### config.mk
export PLATFORM = sky130hd
export DESIGN_NAME = matmul_sched
export DESIGN_NICKNAME = d
export VERILOG_FILES = /design/src/rtl/matmul_sched_pkg.sv /design/src/rtl/matmul_sched_skew_lane_gen.sv /design/src/rtl/matmul_sched.sv
export SDC_FILE = /design/constraint.sdc
export NUM_CORES = 1
export LEC_CHECK = 0
export ABC_CLOCK_PERIOD_IN_PS = 10300
export BUFFER_PORTS_ARGS = -buffer_cell sky130_fd_sc_hd__buf_4
export CAP_MARGIN = 20
export CORE_ASPECT_RATIO = 1.1
export CORE_UTILIZATION = 59
export DETAILED_ROUTE_END_ITERATION = 10
export PLACE_DENSITY = 0.84
export SYNTH_ARGS = -nofsm -noshare
export SYNTH_HDL_FRONTEND = slang
export SYNTH_SLANG_ARGS = --single-unit
### constraint.sdc
create_clock -name clk_i -period 10.3 [get_ports clk_i]
set_clock_uncertainty 0.05 [all_clocks]
set_input_delay 1.545 -clock clk_i [delete_from_list [all_inputs] [get_ports clk_i]]
set_output_delay 1.545 -clock clk_i [all_outputs]
set_load 0.02 [all_outputs]
### src/rtl/matmul_sched_pkg.sv
// Shared definitions for the matmul sequencer: state encoding, control-register
// field layout and the dimension/index width helpers.
package matmul_sched_pkg;

   typedef enum logic [2:0] {
      ST_IDLE,
      ST_LOAD,
      ST_FEED,
      ST_DRAIN,
      ST_WB,
      ST_DONE
   } state_e;

   localparam int FLD_W     = 2;
   localparam int M_LSB     = 12;
   localparam int K_LSB     = 10;
   localparam int N_LSB     = 8;
   localparam int SP_LSB    = 4;
   localparam int BIAS_BIT  = 1;
   localparam int START_BIT = 0;

   function automatic int max_dim(input int bus_w, input int data_w);
      return bus_w / data_w;
   endfunction

   // Never returns 0 so that every counter/index bus is at least one bit wide.
   function automatic int min1_clog2(input int v);
      return (v > 1) ? $clog2(v) : 1;
   endfunction

endpackage

### src/rtl/matmul_sched_skew_lane_gen.sv
// One operand-feed lane: lane LANE is active while 0 <= t-LANE < k and the lane
// lies inside the current dimension limit; inactive lanes drive kidx 0.
module matmul_sched_skew_lane_gen #(
   parameter int LANE = 0,
   parameter int TW   = 4,
   parameter int IDXW = 2
) (
   input  logic            en_i,
   input  logic [TW-1:0]   t_i,
   input  logic [TW-1:0]   lim_i,
   input  logic [TW-1:0]   k_i,
   output logic            valid_o,
   output logic [IDXW-1:0] kidx_o
);

   logic [TW-1:0] off;
   logic          hit;

   always_comb begin
      off     = t_i - TW'(LANE);
      hit     = en_i && (TW'(LANE) < lim_i) && (t_i >= TW'(LANE)) && (off < k_i);
      valid_o = hit;
      kidx_o  = hit ? off[IDXW-1:0] : '0;
   end

endmodule

### src/rtl/matmul_sched.sv
// Matrix-multiply sequencer: one operation per start edge, LOAD -> FEED -> DRAIN -> WB -> DONE.
// Every output is registered from the next-state values so it lines up with its state.
module matmul_sched
   import matmul_sched_pkg::*;
#(
   parameter  int DATA_WIDTH  = 8,
   parameter  int BUS_WIDTH   = 32,
   parameter  int SP_NTARGETS = 4,
   parameter  int PIPE_LAT    = 1,
   localparam int MAX_DIM     = max_dim(BUS_WIDTH, DATA_WIDTH),
   localparam int IDXW        = min1_clog2(MAX_DIM)
) (
   input  logic                    clk_i,
   input  logic                    rst_i,
   input  logic [15:0]             control_reg_i,
   output logic                    busy_o,
   output logic                    pe_clr_o,
   output logic                    pe_bias_o,
   output logic [MAX_DIM-1:0]      a_valid_o,
   output logic [MAX_DIM*IDXW-1:0] a_kidx_o,
   output logic [MAX_DIM-1:0]      b_valid_o,
   output logic [MAX_DIM*IDXW-1:0] b_kidx_o,
   output logic                    sp_we_o,
   output logic [1:0]              sp_sel_o,
   output logic [IDXW-1:0]         sp_row_o,
   output logic                    eop_o,
   output logic                    clr_start_o
);

   // Wide enough for dims up to MAX_DIM and feed counter up to 3*MAX_DIM-3.
   localparam int TW = min1_clog2(3 * MAX_DIM);
   localparam int DW = min1_clog2(PIPE_LAT + 1);

   state_e          state_q, state_d;
   logic [TW-1:0]   t_q, t_d;
   logic [DW-1:0]   dr_q, dr_d;
   logic [IDXW-1:0] row_q, row_d;
   logic [TW-1:0]   n_q, n_d, k_q, k_d, m_q, m_d;
   logic [1:0]      sel_q, sel_d;
   logic            bias_q, bias_d;
   logic            start_prev_q, start_edge;
   logic [FLD_W-1:0] sp_fld;

   logic                    busy_q, pe_clr_q, pe_bias_q, sp_we_q, eop_q, clr_start_q;
   logic [MAX_DIM-1:0]      a_valid_q, a_valid_d, b_valid_q, b_valid_d;
   logic [MAX_DIM*IDXW-1:0] a_kidx_q, a_kidx_d, b_kidx_q, b_kidx_d;
   logic [1:0]              sp_sel_q;
   logic [IDXW-1:0]         sp_row_q;
   logic                    feed_d;
   logic                    unused_ctrl;

   assign unused_ctrl = ^{control_reg_i[15:14], control_reg_i[7:6], control_reg_i[3:2]};
   assign start_edge  = control_reg_i[START_BIT] && !start_prev_q;
   assign sp_fld      = control_reg_i[SP_LSB +: FLD_W];

   always_comb begin
      state_d = state_q;
      t_d     = t_q;
      dr_d    = dr_q;
      row_d   = row_q;
      n_d     = n_q;
      k_d     = k_q;
      m_d     = m_q;
      sel_d   = sel_q;
      bias_d  = bias_q;
      case (state_q)
         ST_IDLE: begin
            if (start_edge) begin
               state_d = ST_LOAD;
               n_d     = TW'(control_reg_i[N_LSB +: FLD_W]) + TW'(1);
               k_d     = TW'(control_reg_i[K_LSB +: FLD_W]) + TW'(1);
               m_d     = TW'(control_reg_i[M_LSB +: FLD_W]) + TW'(1);
               // Selects beyond the populated scratchpads fold back to target 0.
               sel_d   = (int'(sp_fld) < SP_NTARGETS) ? 2'(sp_fld) : 2'd0;
               bias_d  = control_reg_i[BIAS_BIT];
            end
         end
         ST_LOAD: begin
            state_d = ST_FEED;
            t_d     = '0;
         end
         ST_FEED: begin
            if (t_q == n_q + k_q + m_q - TW'(3)) begin
               t_d   = '0;
               dr_d  = '0;
               row_d = '0;
               state_d = (PIPE_LAT == 0) ? ST_WB : ST_DRAIN;
            end else begin
               t_d = t_q + TW'(1);
            end
         end
         ST_DRAIN: begin
            if (dr_q == DW'(PIPE_LAT - 1)) begin
               state_d = ST_WB;
               row_d   = '0;
            end else begin
               dr_d = dr_q + DW'(1);
            end
         end
         ST_WB: begin
            if (TW'(row_q) == n_q - TW'(1)) state_d = ST_DONE;
            else                            row_d   = row_q + IDXW'(1);
         end
         ST_DONE:  state_d = ST_IDLE;
         default:  state_d = ST_IDLE;
      endcase
   end

   assign feed_d = (state_d == ST_FEED);

   for (genvar i = 0; i < MAX_DIM; i++) begin : g_lane
      matmul_sched_skew_lane_gen #(.LANE(i), .TW(TW), .IDXW(IDXW)) u_a_lane (
         .en_i    (feed_d),
         .t_i     (t_d),
         .lim_i   (n_d),
         .k_i     (k_d),
         .valid_o (a_valid_d[i]),
         .kidx_o  (a_kidx_d[i*IDXW +: IDXW])
      );
      matmul_sched_skew_lane_gen #(.LANE(i), .TW(TW), .IDXW(IDXW)) u_b_lane (
         .en_i    (feed_d),
         .t_i     (t_d),
         .lim_i   (m_d),
         .k_i     (k_d),
         .valid_o (b_valid_d[i]),
         .kidx_o  (b_kidx_d[i*IDXW +: IDXW])
      );
   end

   always_ff @(posedge clk_i) begin
      if (rst_i) begin
         state_q      <= ST_IDLE;
         t_q          <= '0;
         dr_q         <= '0;
         row_q        <= '0;
         n_q          <= '0;
         k_q          <= '0;
         m_q          <= '0;
         sel_q        <= '0;
         bias_q       <= 1'b0;
         start_prev_q <= 1'b0;
         busy_q       <= 1'b0;
         pe_clr_q     <= 1'b0;
         pe_bias_q    <= 1'b0;
         a_valid_q    <= '0;
         a_kidx_q     <= '0;
         b_valid_q    <= '0;
         b_kidx_q     <= '0;
         sp_we_q      <= 1'b0;
         sp_sel_q     <= '0;
         sp_row_q     <= '0;
         eop_q        <= 1'b0;
         clr_start_q  <= 1'b0;
      end else begin
         state_q      <= state_d;
         t_q          <= t_d;
         dr_q         <= dr_d;
         row_q        <= row_d;
         n_q          <= n_d;
         k_q          <= k_d;
         m_q          <= m_d;
         sel_q        <= sel_d;
         bias_q       <= bias_d;
         start_prev_q <= control_reg_i[START_BIT];
         busy_q       <= (state_d != ST_IDLE);
         pe_clr_q     <= (state_d == ST_LOAD) && !bias_d;
         pe_bias_q    <= (state_d == ST_LOAD) && bias_d;
         a_valid_q    <= a_valid_d;
         a_kidx_q     <= a_kidx_d;
         b_valid_q    <= b_valid_d;
         b_kidx_q     <= b_kidx_d;
         sp_we_q      <= (state_d == ST_WB);
         sp_sel_q     <= (state_d == ST_WB) ? sel_d : 2'd0;
         sp_row_q     <= (state_d == ST_WB) ? row_d : '0;
         eop_q        <= (state_d == ST_DONE);
         clr_start_q  <= (state_d == ST_DONE);
      end
   end

   assign busy_o      = busy_q;
   assign pe_clr_o    = pe_clr_q;
   assign pe_bias_o   = pe_bias_q;
   assign a_valid_o   = a_valid_q;
   assign a_kidx_o    = a_kidx_q;
   assign b_valid_o   = b_valid_q;
   assign b_kidx_o    = b_kidx_q;
   assign sp_we_o     = sp_we_q;
   assign sp_sel_o    = sp_sel_q;
   assign sp_row_o    = sp_row_q;
   assign eop_o       = eop_q;
   assign clr_start_o = clr_start_q;

endmodule

## Word-level counts from Yosys, hierarchy flattened

Index checks and enable logic that the tools add are counted.

| cells by class | value |
|---|---|
| $add $sub $neg | 13 |
| order comparisons | 16 |
| eq/ne operators | 11 |
| mux-type cells | 24 |
| bitwise gates (word level) | 9 |
| reduce and logical (&&, ||, !) cells | 42 |

Operators by type and width:

| operator | count |
|---|---|
| 4-bit two-way mux | 7 |
| 1-bit logical AND | 27 |
| 2-bit OR reduction | 9 |
| 1-bit by 4-bit < comparator with 1-bit output (first input constant) | 4 |
| 2-bit by 4-bit < comparator with 1-bit output (first input constant) | 4 |
| 4-bit < comparator | 4 |
| 3-bit one-hot mux with 5 select lines | 1 |
| 3-bit two-way mux | 4 |
| 4-bit by 2-bit subtractor with 4-bit output (second input constant) | 3 |
| 2-bit two-way mux | 5 |
| 2-bit by 1-bit adder with 3-bit output (second input constant) | 3 |
| 3-bit by 2-bit == test with 1-bit output (second input constant) | 3 |
| 3-bit == test (second input constant) | 3 |
| 1-bit NOT | 9 |
| 4-bit adder | 2 |
| 4-bit by 1-bit greater-or-equal comparator with 1-bit output (second input constant) | 2 |
| 4-bit by 2-bit greater-or-equal comparator with 1-bit output (second input constant) | 2 |
| 4-bit one-hot mux with 2 select lines | 1 |
| 4-bit by 1-bit subtractor with 4-bit output (second input constant) | 2 |
| 3-bit by 1-bit == test with 1-bit output (second input constant) | 2 |
| 2-bit one-hot mux with 3 select lines | 1 |
| 4-bit by 1-bit adder with 4-bit output (second input constant) | 1 |
| 2-bit by 4-bit == test with 1-bit output | 1 |
| 4-bit == test | 1 |
| other kinds (10) | 14 |

| word-level totals | value |
|---|---|
| register bits | 59 |
| input bits | 18 |
| output and inout bits | 34 |
| logic and storage cells | 142 |

## Longest topological paths before layout

| logic depth | value |
|---|---|
| depth in word-level cells | 12 |
| mapped depth | 21 |
| depth with buffers taken out | 21 |

## Cells and area by module

Synthesis repeated with hierarchy kept, for this count alone.

| unflattened totals | value |
|---|---|
| cells, all modules | 376 |
| area, all modules | 3514.6 um2 |

By module, submodules not included:

| module | times used | cells an instance | area each (um2) | seq. area each (um2) |
|---|---|---|---|---|
| matmul_sched | 1 | 218 | 2285.9 | 1141.1 |
| matmul_sched_skew_lane_gen (g_lane[1].u_a_lane ...) | 2 | 23 | 177.7 | 0.0 |
| matmul_sched_skew_lane_gen (g_lane[2].u_a_lane ...) | 2 | 22 | 175.2 | 0.0 |
| matmul_sched_skew_lane_gen (g_lane[3].u_a_lane ...) | 2 | 19 | 148.9 | 0.0 |
| matmul_sched_skew_lane_gen (g_lane[0].u_a_lane ...) | 2 | 15 | 112.6 | 0.0 |

## Worst setup path after synthesis

OpenSTA, ideal clock, no wires.

| timing | value |
|---|---|
| kind | register to register |
| from | register n_q[1] |
| to | register a_kidx_q[6] (netlist: a_kidx_o[6]) |
| setup time | 0.059 ns |
| arrival time | 4.364 ns |
| data required time | 10.191 ns |
| slack | 5.827 ns |
| cell stages (with the launch flop) | 17 |
| buffers on the path | 0 |
| clock period less this slack | 4.473 ns |
| cell sequence | dfxtp_1 -> fa_1 -> fa_1 -> inv_1 -> fa_1 -> xor2_1 -> xnor3_1 -> or2b_1 -> a32o_1 -> ha_1 -> xor2_1 -> ha_1 -> a21o_1 -> a21oi_1 -> nand2_1 -> nor4b_4 -> and2_1 |

| between the ends | value |
|---|---|
| elaborated cells between the ends (all ways) | 23 |
| classes of those cells | 5 x add/sub; 3 x order compare; 3 x eq/ne; 7 x mux; 1 x bitwise; 4 x reduce/logical |

RTL lines:

| element | line | source |
|---|---|---|
| start, declared | matmul_sched.sv:38 | `logic [TW-1:0] n_q, n_d, k_q, k_d, m_q, m_d;` |
| start signal, assigned | matmul_sched.sv:159 | `n_q <= n_d;` |
| 4-bit adder * (2 in series) | matmul_sched.sv:83 | `if (t_q == n_q + k_q + m_q - TW'(3)) begin` |
| 4-bit by 2-bit subtractor with 4-bit output * | matmul_sched.sv:83 |  |
| 4-bit == test * | matmul_sched.sv:83 |  |
| 4-bit two-way mux * | matmul_sched.sv:83 |  |
| 4-bit one-hot mux with 2 select lines * | matmul_sched.sv:66 | `case (state_q)` |
| via g_lane[0].u_a_lane.off[1] | matmul_sched_skew_lane_gen.sv:16 | `logic [TW-1:0] off;` |
| 4-bit by 2-bit subtractor with 4-bit output / 4-bit by 2-bit greater-or-equal comparator with 1-bit output (equally long branches) | matmul_sched_skew_lane_gen.sv:20, matmul_sched_skew_lane_gen.sv:21 |  |
| 4-bit < comparator / 1-bit logical AND (equally long branches) | matmul_sched_skew_lane_gen.sv:21 | `hit = en_i && (TW'(LANE) < lim_i) && (t_i >= TW'(LANE)) && (off < k_i);` |
| 1-bit logical AND * | matmul_sched_skew_lane_gen.sv:21 |  |
| 1-bit NOT (no source line) * | - |  |
| 2-bit OR reduction (no source line) * | - |  |
| end signal, assigned | matmul_sched.sv:169 | `a_kidx_q <= a_kidx_d;` |
| end, declared | matmul_sched.sv:46 | `logic [MAX_DIM*IDXW-1:0] a_kidx_q, a_kidx_d, b_kidx_q, b_kidx_d;` |

Mark *: on every way through the listed nets, which the timed path passes. The rest lies on a longest branch.
A chain may end at the register's enable or synchronous reset.

## Worst setup path after layout

| timing | value |
|---|---|
| from | register n_q[2] |
| to | register a_kidx_q[2] (netlist: a_kidx_o[2]) |

| between the ends | value |
|---|---|
| elaborated cells between the ends (all ways) | 23 |
| classes of those cells | 5 x add/sub; 3 x order compare; 3 x eq/ne; 7 x mux; 1 x bitwise; 4 x reduce/logical |

RTL lines:

| element | line |
|---|---|
| 4-bit adder * (2 in series) | matmul_sched.sv:83 |
| 4-bit by 2-bit subtractor with 4-bit output * | matmul_sched.sv:83 |
| 4-bit == test * | matmul_sched.sv:83 |
| 4-bit two-way mux * | matmul_sched.sv:83 |
| 4-bit one-hot mux with 2 select lines * | matmul_sched.sv:66 |
| via g_lane[0].u_a_lane.off[1] | matmul_sched_skew_lane_gen.sv:16 |
| 4-bit by 1-bit subtractor with 4-bit output / 4-bit by 1-bit greater-or-equal comparator with 1-bit output (equally long branches) | matmul_sched_skew_lane_gen.sv:20, matmul_sched_skew_lane_gen.sv:21 |
| 4-bit < comparator / 1-bit logical AND (equally long branches) | matmul_sched_skew_lane_gen.sv:21 |
| 1-bit logical AND * | matmul_sched_skew_lane_gen.sv:21 |
| 1-bit NOT (no source line) * | - |
| 2-bit OR reduction (no source line) * | - |

Marked as above.

==> metrics.yaml <==
setup_path:
  start_kind: "flip-flop"
  crit_path_max_fanout: 8
  criticalPathCategory: "reg -> reg"
  cp-end-kind: "flip-flop"
  worst_ep_required_time_ns: 10.53
  worstPathArrival_ns: 5.14
synthesis:
  syn-instance-count: 294
  netlist_top_cells_area: "dfxtp_1, ha_1, nor2_1"
  synthesis.nets: 344
  yosysMostFrequentCell: "dfxtp_1"
  async_reset_ff_share_pct: 0
  synth-edff-count: 0
  yosys.area.top_type: "dfxtp_1"
  ys_seq_elements: 57
  syn_area_mm2: 0.002841
  ys_types: 53
  yosys-top-cells-count: "dfxtp_1, nor2_1, ha_1"
  ys_warn_count: 0
  yosys.area_share.adder_pct: 14.88
  synth_top_area_share_pct: 40.16
  synthMuxAreaShare_pct: 1.805
  synth_top_family_by_area: "simple AND/OR/NAND/NOR gates"
  synth_compound_area_share_pct: 12.11
  synthXorXnorAreaFrac_pct: 7.442
  ys_seq_area_share_pct: 40.16
  synth_ff_type: "dfxtp_1"
  synth-simple-area-share_pct: 19.55
  synth.avg_cell_area_um2: 9.665
timing:
  min_period_over_period_pct: 47.73
  max_freq_mhz: 203.4
  setup_ws_ns: 5.384
  worst_pin_slew_ns: 0.8117
  rsz0062_at_grt: "no"
  fin_crit_ns: 4.916
  max_slew_margin_pct: 45.89
  hold_viol: 0
  setup_viol: 0
  fin_setup_tns_ns: 0
  hold_ws_ns: 0.4464
  slew_violations: 0
job:
  cap_violations: 0
place:
  placed_cell_area_mm2: 0.003216
  dp_slack_ns: 5.430
  dp_hpwl_mm: 4.243
  dp_cells: 387
  port_buffers: 45
  gp_congestion: 0.8412
power:
  ir_worst_vdd_uv: 162.9
  power_mw: 0.5766
  power.density_mw_per_mm2: 166.9
  leakagePower_nw: 1.549
cells_and_area:
  antenna_cells: 0
  final.fill_count: 369
  fin_util_pct: 74.26
  layout.cells.non_filler: 403
  layout-drive-gt1-share_pct: 19.88
  synthToLayoutAreaGrowth_pct: 21.58
  nNetsFinal: 392
  design_area_mm2: 0.003455
global_routing:
  grt_start_max_net_pins: 28
  grt_first_pass_wirelength_mm: 9.660
  grtUsageTotal_pct: 26.41
  overflow: 0
  antenna_found_initial: 0
  grt_pass1_vias: 2147
route:
  viasPerCell: 5.605
  vias: 2259
  drt-pass1-iter-count: 4
  drt_iter0_drc: 76
  ant_nets: 0
  wire_per_inst_um: 14.53
  routed_wl_mm: 5.855
  drc_errors: 0
die:
  pin_count: 52
  dieArea_mm2: 0.005098
  row_count: 26
  die_w_um: 68.17
  die_height_um: 74.79
  initial_core_util_pct: 61.08
  core_area_mm2: 0.004652
clock_network:
  worstSkewPairLatency_ns: 0.34
  root_buffer: "clkbuf_8"
  cts.sinks: 57
  clockBufferDepth: 2
  cts.reportedPaths.clkPinSlew_ns: 0.06
  cts_tree: "done"
  cts_made_buffers: 9
  cts_hold_buffers: 0
  cts_setup_buffers: 0
  htree_levels: 3
  cts_resized: 0
status:
  status: "finished, final reports clean"
min_path:
  hold_path_class: "reg -> reg"
## report_power, final
| group | total (mW) | switching [mW] | internal [mW] |
|---|---|---|---|
| Combinational | 0.0995 | 0.0573 | 0.0422 |
| Sequential | 0.232 | 0.00597 | 0.226 |
| Clock | 0.245 | 0.0889 | 0.156 |
| Total | 0.577 | 0.152 | 0.424 |
## cell families (layout without fill, tap and decap cells)
kind of cell	count (synthesis)	after routing
DFF	57	57
buffers and inverters	29	82
adders and majority gates	32	32
xor gates and xnor gates	19	19
muxes	5	5
AOI/OAI and AO/OA	47	47
and+or+nand+nor	105	105
## cell type report
type	count	area, um^2	share of cell area (%)
Multi-Input combinational cell	208	1585	45.89
Sequential cell	57	1141	33.03
Timing Repair Buffer	45	337.8	9.779
Clock buffer	12	165.2	4.781
Inverter	21	81.33	2.354
Clock inverter	4	73.82	2.137
Tap cell	56	70.07	2.028
## final timing paths
path | depth (start not counted) | startpoint | slack, ns | to
setup / recovery | 19 | n_q[2] | 5.38 | a_kidx_o[2]
hold / removal | 2 | sel_q[1] | 0.45 | sel_q[1]
setup reg to reg | 19 | n_q[2] | 5.38 | a_kidx_o[2]
hold reg to reg | 2 | sel_q[1] | 0.45 | sel_q[1]
## worst max-delay path, stage by stage (launching register included)
cell and delay [ns]:
dfxtp_1 0.45, inv_1 0.08, ha_1 0.28, inv_1 0.05, fa_1 0.50, inv_1 0.06, fa_1 0.43, xor2_1 0.22
xnor3_1 0.50, or2b_1 0.18, a32o_1 0.39, inv_1 0.26, ha_1 0.26, xnor2_1 0.13, ha_1 0.31, a21o_1 0.16
a21oi_1 0.13, nand2_1 0.07, nand4b_1 0.24, nor2_1 0.12
## routing by layer
layer  vias to the layer above  wire length, um  track usage, %
li1                       1122                -               -
met1                      1050             2546           31.80
met2                        69             2824           41.61
met3                        18              294           6.515
met4                         0              188           17.13
met5                         -                0               0
## registers in the layout, indices dropped and copies added, names as in the netlist, 3 cells and up
signal     flops
a_kidx_o       8
b_kidx_o       8
a_valid_o      4
b_valid_o      4
k_q            4
m_q            4
n_q            4
t_q            4
state_q        3
## cells in the final DEF, fill, tap and decap left out, types with 3 or more instances in the layout
cell type  count
fa_1           3
buf_4         45
xnor2_1        9
o21ai_0        3
ha_1          29
nand3_1        8
o211ai_1       3
nor2_1        31
inv_1         20
mux2i_1        4
nand4b_1       3
a21o_1         5
nand2_1       21
nor3b_1        6
and2_1         6
a21oi_1       17
a211oi_1       3
nor2b_1        5
dfxtp_1       57
nor3_1         9
clkbuf_8      12
xor2_1         7
No activity file was read; power rests on OpenSTA's default activity.
